**src/rtl/ysyx_23060201_ifu_pkg.sv**
```systemverilog
// Shared definitions for the instruction fetch unit: FSM encodings,
// bus response codes, reset PC and small decode helpers.
package ysyx_23060201_ifu_pkg;

    typedef enum logic [2:0] {
        IFU_IDLE = 3'd0,
        IFU_REQ  = 3'd1,
        IFU_WAIT = 3'd2,
        IFU_HOLD = 3'd3,
        IFU_NEXT = 3'd4
    } ifu_state_e;

    localparam logic [1:0]  RESP_OKAY    = 2'b00;
    localparam logic [31:0] RESET_PC_DEF = 32'h8000_0000;

    // A fetch address is usable on the bus only when word aligned.
    function automatic logic pc_aligned(input logic [31:0] addr);
        return (addr[1:0] == 2'b00);
    endfunction

    // Any response other than OKAY marks the fetched word as faulted.
    function automatic logic resp_ok(input logic [1:0] resp);
        return (resp == RESP_OKAY);
    endfunction

endpackage

```
**src/rtl/ysyx_23060201_ifu.sv**
```systemverilog
// Instruction fetch unit: issues one AR/R read per instruction, hands the
// result to the IDU over valid/ready, then waits for the EXU next PC.
// Only one instruction is in flight; all outputs come straight from flops.
module ysyx_23060201_ifu
    import ysyx_23060201_ifu_pkg::*;
#(
    parameter logic [31:0] RESET_PC = RESET_PC_DEF,
    parameter int          CNT_W    = 32
) (
    input  logic             clk,
    input  logic             rst,
    input  logic             dnpc_valid,
    input  logic [31:0]      dnpc,
    output logic [31:0]      araddr,
    output logic             arvalid,
    input  logic             arready,
    input  logic [31:0]      rdata,
    input  logic [1:0]       rresp,
    input  logic             rvalid,
    output logic             rready,
    output logic             inst_valid,
    input  logic             inst_ready,
    output logic [31:0]      inst,
    output logic [31:0]      pc,
    output logic             inst_fault,
    output logic [CNT_W-1:0] fetch_cnt
);

    ifu_state_e state_r;
    ifu_state_e next_state_s;

    logic [31:0]      pc_r;
    logic [31:0]      inst_r;
    logic             inst_fault_r;
    logic [CNT_W-1:0] fetch_cnt_r;
    logic             arvalid_r;
    logic             rready_r;
    logic             inst_valid_r;

    // Next-state selection; each state only reacts to its own handshake.
    always_comb begin
        next_state_s = state_r;
        case (state_r)
            IFU_IDLE: next_state_s = IFU_REQ;
            IFU_REQ: begin
                if (arready) begin
                    next_state_s = IFU_WAIT;
                end else begin
                    next_state_s = IFU_REQ;
                end
            end
            IFU_WAIT: begin
                if (rvalid) begin
                    next_state_s = IFU_HOLD;
                end else begin
                    next_state_s = IFU_WAIT;
                end
            end
            IFU_HOLD: begin
                if (inst_ready) begin
                    next_state_s = IFU_NEXT;
                end else begin
                    next_state_s = IFU_HOLD;
                end
            end
            IFU_NEXT: begin
                if (!dnpc_valid) begin
                    next_state_s = IFU_NEXT;
                end else if (pc_aligned(dnpc)) begin
                    next_state_s = IFU_REQ;
                end else begin
                    next_state_s = IFU_HOLD;
                end
            end
            default: next_state_s = IFU_IDLE;
        endcase
    end

    // State register plus handshake flags registered from the next state.
    always_ff @(posedge clk or negedge rst) begin
        if (!rst) begin
            state_r      <= IFU_IDLE;
            arvalid_r    <= 1'b0;
            rready_r     <= 1'b0;
            inst_valid_r <= 1'b0;
        end else begin
            state_r      <= next_state_s;
            arvalid_r    <= (next_state_s == IFU_REQ);
            rready_r     <= (next_state_s == IFU_WAIT);
            inst_valid_r <= (next_state_s == IFU_HOLD);
        end
    end

    // Datapath: capture read data, count handoffs, load the next PC.
    always_ff @(posedge clk or negedge rst) begin
        if (!rst) begin
            pc_r         <= RESET_PC;
            inst_r       <= 32'h0000_0000;
            inst_fault_r <= 1'b0;
            fetch_cnt_r  <= {CNT_W{1'b0}};
        end else begin
            case (state_r)
                IFU_WAIT: begin
                    if (rvalid) begin
                        if (resp_ok(rresp)) begin
                            inst_r       <= rdata;
                            inst_fault_r <= 1'b0;
                        end else begin
                            inst_r       <= 32'h0000_0000;
                            inst_fault_r <= 1'b1;
                        end
                    end
                end
                IFU_HOLD: begin
                    if (inst_ready) begin
                        fetch_cnt_r <= fetch_cnt_r + {{(CNT_W-1){1'b0}}, 1'b1};
                    end
                end
                IFU_NEXT: begin
                    if (dnpc_valid) begin
                        pc_r <= dnpc;
                        // Misaligned targets never reach the bus; report a fault.
                        if (!pc_aligned(dnpc)) begin
                            inst_r       <= 32'h0000_0000;
                            inst_fault_r <= 1'b1;
                        end
                    end
                end
                default: begin
                end
            endcase
        end
    end

    assign araddr     = pc_r;
    assign pc         = pc_r;
    assign arvalid    = arvalid_r;
    assign rready     = rready_r;
    assign inst_valid = inst_valid_r;
    assign inst       = inst_r;
    assign inst_fault = inst_fault_r;
    assign fetch_cnt  = fetch_cnt_r;

endmodule

```
**config.mk**
```make
export PLATFORM = sky130hd
export DESIGN_NAME = ysyx_23060201_ifu
export DESIGN_NICKNAME = d
export VERILOG_FILES = /design/src/rtl/ysyx_23060201_ifu_pkg.sv /design/src/rtl/ysyx_23060201_ifu.sv
export SDC_FILE = /design/constraint.sdc
export NUM_CORES = 1
export LEC_CHECK = 0
export BUFFER_PORTS_ARGS = -buffer_cell sky130_fd_sc_hd__buf_2
export CORE_AREA = 2 2 109 111
export CTS_CLUSTER_SIZE = 25
export DETAILED_ROUTE_END_ITERATION = 6
export DIE_AREA = 0 0 111 113
export PLACE_DENSITY = 0.75
export SLEW_MARGIN = 0
export SYNTH_ARGS = -nofsm -noshare
export SYNTH_HDL_FRONTEND = slang
export SYNTH_SLANG_ARGS = --single-unit
```
**constraint.sdc**
```tcl
create_clock -name clk -period 2.1 [get_ports clk]
set_clock_uncertainty 0.15 [all_clocks]
set_input_delay 0.315 -clock clk [delete_from_list [all_inputs] [get_ports clk]]
set_output_delay 0.315 -clock clk [all_outputs]
set_load 0.01 [all_outputs]
```
Word-level counts from Yosys, hierarchy flattened
Cells that the tools add are included.
{"block": "op_classes", "n_addsub": 1, "n_eq_ne": 10, "mux": 16, "n_reduce_logical": 7}
{"operator": "$mux W32", "n": 4}
{"operator": "$pmux W32 S2", "n": 1}
{"operator": "$add A32 B1 Y32 const B", "n": 1}
{"operator": "$pmux W3 S5", "n": 1}
{"operator": "$eq A3 B2 Y1 const B", "n": 4}
{"operator": "$eq A3 B1 Y1 const B", "n": 2}
{"operator": "$mux W3", "n": 2}
{"operator": "$ne A2 B2 Y1 const B", "n": 3}
{"operator": "$mux W1", "n": 5}
{"operator": "$logic_not A2 Y1", "n": 2}
{"operator": "$mux W2", "n": 2}
{"operator": "$reduce_and A2 Y1", "n": 2}
{"operator": "$reduce_and A4 Y1", "n": 1}
{"operator": "$eq A3 B3 Y1 const B", "n": 1}
{"operator": "$logic_not A3 Y1", "n": 1}
{"operator": "$pmux W1 S2", "n": 1}
{"operator": "$reduce_bool A2 Y1", "n": 1}
{"block": "totals", "ff_bits": 103, "inputBits": 72, "out_inout_bits": 132, "elab_cells": 42}

Longest topological paths before layout
{"block": "depth", "word_depth": 5, "depth_mapped": 7, "mapped_depth_nobuf": 5}

Worst setup path before layout
Ideal clock, no wire load.
{"block": "synth_timing", "path_type": "reg2reg", "start": "reg state_r[2]", "end": "reg fetch_cnt_r[30] (netlist: fetch_cnt[30])", "setup_ns": 0.080, "arrival_time_ns": 1.726, "required_time_ns": 1.870, "slack_ns": 0.144, "stages_incl_launch_ff": 6, "n_path_buf": 1, "period_less_slack_ns": 1.956, "path_cell_list": "dfrtp_1 nand4b_4 or4_4 buf_6 nor4_4 xnor2_1"}
{"block": "synth_via", "elab_chain_len": 2}
{"item": "start, declared", "line_no": "ysyx_23060201_ifu.sv:29", "rtl": "ifu_state_e state_r;"}
{"item": "start signal, assigned", "line_no": "ysyx_23060201_ifu.sv:87", "rtl": "state_r <= next_state_s;"}
{"item": "$eq A3 B2 Y1", "line_no": "ysyx_23060201_ifu.sv:102", "rtl": "case (state_r)"}
{"item": "$reduce_and A2 Y1 (no line)"}
{"item": "end signal, assigned", "line_no": "ysyx_23060201_ifu.sv:100", "rtl": "fetch_cnt_r <= {CNT_W{1'b0}};"}
{"item": "end signal, assigned", "line_no": "ysyx_23060201_ifu.sv:116", "rtl": "fetch_cnt_r <= fetch_cnt_r + {{(CNT_W-1){1'b0}}, 1'b1};"}
{"item": "end, declared", "line_no": "ysyx_23060201_ifu.sv:35", "rtl": "logic [CNT_W-1:0] fetch_cnt_r;"}
No other way between the ends.
A chain may end at the register's enable or synchronous reset.

Worst setup path in the final report
{"block": "layout_timing", "start": "reg state_r[2]", "end": "reg fetch_cnt_r[20] (netlist: fetch_cnt[20])"}
The elaborated chain is that of the path after synthesis.

==> metrics.txt <==
Clock Power Share=22.1%; Core Footprint=11270 um^2; switch share=33.56%; VDD IR max=0.0007287 V; nets=603; TritonCTS clock tree=built; CP Launch Type=flop; Post-Place Worst Slack=0.08004 ns; antenna violations before repair=2; Cell variety after synth=40; leak pwr=0.003163 uW; met3 Resource Use GR=3.696%; Inst Count DP=661; Area Growth Syn to Fin=30.76%; type of the worst setup path=reg -> reg; largest net degree at the start of global routing=61; I/O Buffers=203; most common flop cell mapped by yosys=dfrtp_1; number of clock sinks=103; DRT iter0 DRCs=112; status=finished, final reports clean; PwrDens=1295 nW/um^2; FF-to-FF setup slack=0.10 ns; hold-critical path depth=2; dpl cell area=5439 um^2; setup tns final=0 ns; Crit-path slowest cell=or4_4; Die Height=113 um; GRT Residual Overflow=0; FFs w/ async S/R, synth=100.0%; final period utilization=95.12%; 1st-pass router iterations=6; worst reg-to-reg path cell count=4; Pint=4969 uW; met2 usage=26.67%; RePlAce Congestion=0.7904; Vias=3293; fmax=500.6 MHz; share of layout cells above drive strength 1=51.78%; residual DRC count=0; Final Slew Violations=0; Mapped Avg Cell Area=12.66 um^2; fin area=5776 um^2; Switching Power=2510 uW; Clock Tree Root=clkbuf_16; number of global-route vias before repair=3217; GR Util met1=20.36%; Flop pwr share=42.0%; Final WS setup=0.1024 ns; Crit. End Element=flop; final cell count without fillers=679; clock tree buffer depth=2; first-pass GRT wire length=16100 um; Setup Viol. Count Final=0; WL/cell=14.70 um; WP data required=2.20 ns; Final ANT Viol Nets=0; Vias/cell=4.850; Routed WL=9983 um; Die X=111 um; hpwl dp=7571 um; GR peak layer=met2; Global Route Usage Sum=15.83%; syn nets=422; clock period minus worst slack=1.998 ns; DIE AREA=12540 um^2; final count of hold timing violations=0; Max-slew headroom=77.78%; worst-margin pin slew=0.3334 ns; worst skew pair latency=0.33 ns; share of total power in combinational logic=35.9%; synth warn=0; Max Cap Viol=0; Fillers=974; FF+latch count, synth=103; Num CTS Buffers=9; RSZ-0062 raised after global routing=false; register area share after synthesis=58.39%; Initial Utilization=39.18%; Post-synth EDFFs=0; number of H-tree levels=3; HP Class=in -> reg; Max stage delay on crit path=0.67 ns; std cell rows=39; CP arrival=2.10 ns; Post-Syn Area=4417 um^2; CTS clk-pin slew, worst paths=0.07 ns; Mapped Cells=349; Critical Path Fanout Max=12; # IOs=204; crit-path cells=nand4b_4 > or4_4 > nor3_1 > xor2_1
==> per-stage QoR <==
step	util [%]	power (uW)	hold WS [ns]
floorplan	-	4951	-0.1306
global placement	48.25	5832	0.1695
detailed placement	48.25	5904	0.1699
CTS	50.99	7599	0.02936
global route	51.22	7941	0.03579
finish	51.24	7479	0.04469
==> metal layers <==
metal	up-vias	routed length (um)
met5	-	8
met4	2	112
met3	11	646
met2	147	5006
met1	1576	4209
li1	1557	-
==> area by class of cell <==
cell class | instances | area [um^2] | area share [%]
diodes | 1 | 2.502 | 0.04333
clock buffers | 10 | 229.0 | 3.964
inverters | 14 | 52.55 | 0.9099
clock inverters | 6 | 70.07 | 1.213
repair buffers | 216 | 1144 | 19.80
well taps | 143 | 178.9 | 3.098
multi-input cells | 186 | 1520 | 26.32
flip-flops and latches | 103 | 2579 | 44.65
==> synth_stat cells (2+ instances only) <==
cell	number	area share (%)
a21boi_0	2	0.34
a21oi_1	3	0.34
a22o_1	32	6.3
and3_1	3	0.42
and4_1	2	0.40
buf_2	3	0.34
buf_4	34	5.8
clkbuf_1	8	0.68
dfrtp_1	102	58
inv_1	14	1.2
mux2_2	32	8.2
nand2_1	17	1.4
nand2b_1	2	0.28
nand3_1	4	0.45
nand4_1	9	1.3
nor2_1	12	1.0
nor3_1	13	1.5
nor4_1	3	0.42
nor4_4	2	0.96
or2_2	2	0.28
or4_1	2	0.34
xnor2_1	12	2.4
xor2_1	19	3.8
==> critical path, delay by kind of cell (launching register included) <==
kind	cells	cell delay, ns
simple gates	3	1.18
flops	1	0.39
xor+xnor	1	0.20
==> what timing repair did <==
item	in CTS	in global routing
setup buffers	0	0
hold buffers	1	0
endpoints found under the hold margin	102	0
endpoints found under the setup margin	0	6
gates resized for setup	0	5
==> registers in the layout, indices dropped and copies added, names as in the netlist <==
signal / flops
araddr: 32
arvalid: 1
fetch_cnt: 32
inst: 32
inst_fault: 1
inst_valid: 1
rready: 1
state_r: 3
==> cells in the final DEF, fill, tap and decap left out, drive strengths merged, types with 2 or more instances in the layout <==
master	netlist	routed
and3	3	3
a22o	32	32
nand4	9	9
a21boi	2	2
nor2	12	12
and4	2	2
nand3	4	4
nor4	6	6
nor3	13	13
a21oi	3	3
nand2	17	17
or4	3	3
or2	2	2
mux2	32	32
clkinvlp	0	3
buf	38	215
clkbuf	8	10
xnor2	12	12
nand2b	2	2
dfrtp	102	102
inv	14	15
xor2	19	19
==> final timing paths <==
path | startpoint | to
worst max-delay path | state_r[2] | fetch_cnt[20]
worst min-delay path | rdata[23] | inst[23]
worst max register to register | state_r[2] | fetch_cnt[20]
worst min register to register | fetch_cnt[31] | fetch_cnt[31]
max in group asynchronous | rst | inst[31]
min in group asynchronous | rst | araddr[2]
==> power groups by stage <==
stage	clock (uW)	sequential (uW)	combinational, uW
3_5_place_dp	0	3160	2740
6_report	1650	3140	2690
4_1_cts	1720	3150	2740
3_3_place_gp	0	3130	2700
5_1_grt	1790	3250	2900
2_1_floorplan	0	3470	1480
==> cell families after synthesis <==
group           Yosys count  share of synthesized area [%]
fa+ha+maj                 1                         0.2832
flops                   103                          58.39
compound gates           44                          8.215
xor+xnor                 31                          6.147
buf+inv                  60                          8.243
mux                      32                          8.159
simple gates             78                          10.57
(Power assumes the default switching activity.)
